$ cat src/rtl/ac97_frame_tx.sv
// ac97_frame_tx: builds each 256-bit AC97 output frame (tag + slots) and shifts it out MSB first.
// Optional surround slots 6..9 are enabled with `define AC97_TX_SURR_EN.
`default_nettype none

module ac97_frame_tx #(
   parameter int VALID_BITS = 56
) (
   input  logic        clk,
   input  logic        rst,
   input  logic        bit_en,
   input  logic        tx_en,
   input  logic        crac_valid,
   input  logic        crac_wr,
   input  logic [19:0] out_slt1,
   input  logic [19:0] out_slt2,
   input  logic [19:0] out_slt3,
   input  logic [19:0] out_slt4,
   input  logic        slt3_vld,
   input  logic        slt4_vld,
`ifdef AC97_TX_SURR_EN
   input  logic [19:0] out_slt6,
   input  logic [19:0] out_slt7,
   input  logic [19:0] out_slt8,
   input  logic [19:0] out_slt9,
   input  logic        slt6_vld,
   input  logic        slt7_vld,
   input  logic        slt8_vld,
   input  logic        slt9_vld,
`endif
   output logic        out_le,
   output logic        valid,
   output logic        sync,
   output logic        sdata_out,
   output logic        busy
);

   localparam int         FRAME_BITS = 256;
   localparam logic [7:0] LAST_BIT   = 8'(FRAME_BITS - 1);
   localparam logic [7:0] SYNC_BITS  = 8'd16;
   localparam logic [7:0] VALID_END  = 8'(VALID_BITS);

   typedef enum logic [0:0] {
      S_IDLE = 1'b0,
      S_TX   = 1'b1
   } state_t;

   state_t                  state_q, state_d;
   logic [7:0]              idx_q, idx_d;
   logic [FRAME_BITS-1:0]   frame_q, frame_d;
   logic                    le_q, le_d;

   logic [14:0]             tag_lo;
   logic [15:0]             tag;
   logic [FRAME_BITS-1:0]   frame_new;
   logic                    load;

   always_comb begin
      tag_lo     = '0;
      tag_lo[14] = crac_valid;
      tag_lo[13] = crac_valid & crac_wr;
      tag_lo[12] = slt3_vld;
      tag_lo[11] = slt4_vld;
`ifdef AC97_TX_SURR_EN
      tag_lo[9]  = slt6_vld;
      tag_lo[8]  = slt7_vld;
      tag_lo[7]  = slt8_vld;
      tag_lo[6]  = slt9_vld;
`endif
   end

   // Frame-valid bit summarises every slot-valid flag in the tag.
   assign tag = {|tag_lo[14:3], tag_lo};

`ifdef AC97_TX_SURR_EN
   assign frame_new = {tag, out_slt1, out_slt2, out_slt3, out_slt4, 20'd0,
                       out_slt6, out_slt7, out_slt8, out_slt9, 60'd0};
`else
   assign frame_new = {tag, out_slt1, out_slt2, out_slt3, out_slt4, 160'd0};
`endif

   // A new frame starts from IDLE or directly after the last bit of the previous one.
   assign load = bit_en & tx_en & ((state_q == S_IDLE) | (idx_q == LAST_BIT));

   always_comb begin
      state_d = state_q;
      idx_d   = idx_q;
      frame_d = frame_q;
      le_d    = 1'b0;
      if (load) begin
         state_d = S_TX;
         idx_d   = 8'd0;
         frame_d = frame_new;
         le_d    = 1'b1;
      end else if (bit_en && state_q == S_TX) begin
         if (idx_q == LAST_BIT) begin
            state_d = S_IDLE;
            idx_d   = 8'd0;
            frame_d = '0;
         end else begin
            idx_d   = idx_q + 8'd1;
            frame_d = {frame_q[FRAME_BITS-2:0], 1'b0};
         end
      end
   end

   always_ff @(posedge clk or negedge rst) begin
      if (!rst) begin
         state_q <= S_IDLE;
         idx_q   <= 8'd0;
         frame_q <= '0;
         le_q    <= 1'b0;
      end else begin
         state_q <= state_d;
         idx_q   <= idx_d;
         frame_q <= frame_d;
         le_q    <= le_d;
      end
   end

   // frame_q is cleared in IDLE, so the MSB is already 0 there.
   assign sdata_out = frame_q[FRAME_BITS-1];
   assign busy      = (state_q == S_TX);
   assign sync      = busy && (idx_q < SYNC_BITS);
   assign valid     = busy && (idx_q < VALID_END);
   assign out_le    = le_q;

endmodule

`default_nettype wire

$ cat config.mk
export PLATFORM = sky130hd
export DESIGN_NAME = ac97_frame_tx
export DESIGN_NICKNAME = d
export VERILOG_FILES = /design/src/rtl/ac97_frame_tx.sv
export SDC_FILE = /design/constraint.sdc
export NUM_CORES = 1
export LEC_CHECK = 0
export BUFFER_PORTS_ARGS = -buffer_cell sky130_fd_sc_hd__buf_2
export CAP_MARGIN = 10
export CORE_MARGIN = 4
export CORE_UTILIZATION = 55
export DETAILED_ROUTE_END_ITERATION = 10
export HOLD_SLACK_MARGIN = 0.12
export MAX_ROUTING_LAYER = met4
export PLACE_DENSITY = 0.8
export SLEW_MARGIN = 30
export SYNTH_ARGS = -nofsm -noshare
export SYNTH_HDL_FRONTEND = slang
export SYNTH_SLANG_ARGS = --single-unit
$ cat constraint.sdc
create_clock -name clk -period 2 [get_ports clk]
set_input_delay 0.2 -clock clk [delete_from_list [all_inputs] [get_ports clk]]
set_output_delay 0.2 -clock clk [all_outputs]
set_load 0.03 [all_outputs]
==> run summary <==
Nets@finish = 700
IO Count = 93
Clock slew seen by the registers of the worst setup and hold paths = 0.10 ns
Post-route setup slack = 0.158 ns
Core area = 8180 um2
Max Clock Skew = 0.0120 ns
HP Class = in2reg
Count of vias placed by the detailed router = 3956
Syn_nets = 531
VDD IR max = 0.000460 V
GRT Residual Overflow = 0
Clk_lat worst skew = 0.35 ns
Number of hold buffers added after cts = 86
Final slew viol count = 0
Chip height = 99.5 um
Post-route standard cell area excluding fillers = 6200 um2
Internal reg-to-reg setup slack = 0.16 ns
Largest net degree at the start of global routing = 99
Worst Min Path Start = tx_en
Setup slack after placement = 0.203 ns
CP Max Fanout = 76
Total area of multi-input combinational cells = 1470 um2
Growth of design area from synthesis to finish = 34.7%
Worst Reg-to-Reg Cells = 6
Maximum clock path buffer count = 2
Mapped Avg Cell Area = 10.4 um2
Post-route fraction of the period consumed by the critical path = 92.1%
Post-CTS sizing = 0
Area occupied by registers = 2650 um2
Slew Limit Headroom = 69.2%
Tmin final = 1.84 ns
Area of the die = 9890 um2
H-tree depth = 3
Post-synthesis cell area = 4600 um2
Cell count of the worst hold path = 2
Required time at the endpoint of the critical path = 2.28 ns
Startpoint of the lowest-slack register-to-register path = idx_q[0]
Fillcell total = 534
Effective utilization at floorplan = 56.3%
Post-CTS repair timing setup buffer count = 0
# DRC = 0
Number of antenna violations at the first check in global routing = 0
Status = finished, final reports clean
Buffers on Ports = 92
Flip-flop and latch count after synthesis = 106
Antenna Nets Post-Route = 0
Final-layout setup total negative slack = 0 ns
Syn. warnings = 0
Unrepaired setup endpoints after global routing = false
Floorplan row count = 33
Transition time of the tightest slew-check pin = 0.462 ns
CTS buffer count = 9
Delay of the slowest cell on the worst path = 0.41 ns
Post-place instance area = 5130 um2
Pwr per Cell Area = 808 nW/um2
Starting DRC count in detailed routing = 285
Gate count after technology mapping = 442
CTS sink cnt = 106
DP Wirelength = 6.13 mm
Final count of hold timing violations = 0
Vias in the first global route = 4009
DRT Pass-1 Iters = 6
Wire per inst = 15.2 um
Core utilization of the finished layout = 75.8%
Final estimated routing congestion in global placement = 0.876
Sort of element at the start of the critical path = register
Number of different library cells in the post-synthesis netlist = 33
Overall global routing resource usage = 24.2%
Fraction of final layout cells sized beyond drive strength 1 = 20.6%
Part of the Yosys area used for sequential elements = 57.6%
First-pass GRT wire length = 18.6 mm
Critical path arrival = 2.12 ns
Critical Path Slowest Stage Cell = dfrtp_1
Clock tree from TritonCTS = yes
Worst reg2reg endpoint = frame_q[202]
Number of vias per cell = 5.48
Count of final setup violators = 0
Leakage = 3.14 nW
Endpoint with the worst hold slack = busy
Fmax = 0.543 GHz
Cell chain of the critical path = ha_1 -> and3_1 -> a21oi_4 -> buf_12 -> a22oi_1 -> o21ai_1
Max-cap violations = 0
Nature of the critical path endpoint = register
Routed Wire Length = 11.0 mm
Master cell of the clock root buffer = clkbuf_8
CP Class = reg2reg
DIE WIDTH = 99.5 um
==> worst max-delay path by stage <==
stage              from      endpoint  slack [ns]  cells after the start
6_report       idx_q[0]  frame_q[202]        0.16                      6
5_1_grt        idx_q[0]  frame_q[203]        0.05                      6
4_1_cts        idx_q[0]  frame_q[161]        0.20                      6
3_5_place_dp   idx_q[0]  frame_q[210]        0.20                      6
3_3_place_gp   idx_q[0]  frame_q[239]        0.28                      6
2_1_floorplan      busy          sync        0.16                      2
==> cell type report <==
cell class	instances	share of cell area, %
Antenna cell	1	0.0404
Clock buffer	10	2.22
Clock inverter	6	1.03
Inverter	83	5.03
Multi-Input combinational cell	224	23.7
Sequential cell	106	42.8
Tap cell	105	2.12
Timing Repair Buffer	187	23.0
==> cell usage after synthesis <==
cell type    n  area (um2)
nand2b_1     1        6.26
a21oi_4      1        16.3
o21ai_1     70         350
inv_2        1        3.75
o21a_1       1        7.51
and3_1       3        18.8
o21ai_0     13        65.1
a21o_1       1        7.51
ha_1         1        12.5
or3_1        1        6.26
o21ai_2      4        35.0
nand4_2      1        12.5
a41oi_1      1        8.76
buf_2        7        35.0
nor2_1       4        15.0
a31o_2       1        8.76
inv_1       82         308
a22o_1      14         123
nand4_1      2        12.5
buf_6        8        90.1
nand2_1      5        18.8
a31oi_1      1        6.26
xor2_1       3        26.3
nand3_2      1        10.0
nand3_1      3        15.0
and4_1       1        8.76
dfrtp_1    106        2650
a22oi_1     84         631
nor3_1       3        15.0
a21oi_1      2        10.0
clkbuf_1    14        52.6
nor4_1       1        6.26
o211ai_1     1        7.51
==> per-stage QoR <==
step / std cells / power [mW] / hold WS [ns]
4_1_cts: 721 / 5.02 / 0.180
5_1_grt: 721 / 5.29 / 0.197
3_5_place_dp: 619 / 3.57 / 0.186
6_report: 722 / 5.01 / 0.200
2_1_floorplan: 442 / 3.27 / -0.0956
3_3_place_gp: 619 / 3.52 / 0.184
==> report_power, final <==
group / switching, mW / internal, mW
registers: 0.277 / 2.51
logic: 0.409 / 0.491
clock network: 0.707 / 0.614
total: 1.39 / 3.62
==> cells by family after synthesis <==
group                    after synthesis  share of synthesized area [%]
AO/OA/AOI/OAI                        194                           27.7
XOR/XNOR                               3                          0.571
adder cells (fa/ha/maj)                1                          0.272
buffers and inverters                112                           10.6
flip-flops                           106                           57.6
AND/OR/NAND/NOR                       26                           3.15
==> worst max-delay path: cells and delay by family (launching register included) <==
| family | cells | cell delay [ns] |
|---|---|---|
| compound gates | 3 | 0.50 |
| fa+ha+maj | 1 | 0.27 |
| buf+inv | 1 | 0.31 |
| flops | 1 | 0.41 |
| simple gates | 1 | 0.23 |
==> placed cells by master (no fill, tap or decap), drive strengths merged <==
cell type	instances
nor3	3
inv	84
dfrtp	106
nand2b	1
and3	3
a41oi	1
a22oi	84
or3	1
nor4	1
nand3	4
ha	1
bufinv	1
o21a	1
a31o	1
and4	1
nand4	3
clkbuf	10
a22o	14
o21ai	87
diode	1
nand2	5
a21o	1
a21oi	3
o211ai	1
clkinvlp	2
xor2	3
dlygate4sd3	86
buf	101
a31oi	1
clkinv	2
nor2	4
==> flip-flops by register name (all words and copies together) (netlist names) <==
signal and count:
out_le 1, idx_q 8, frame_q 96, busy 1
==> layer usage <==
metal	GRT usage, %	part of all wire (%)
met1	29.2	41
met2	41.4	53
met3	3.02	3.0
met4	9.98	2.6
met5	-	0
Power figures use the tool's default switching activity.
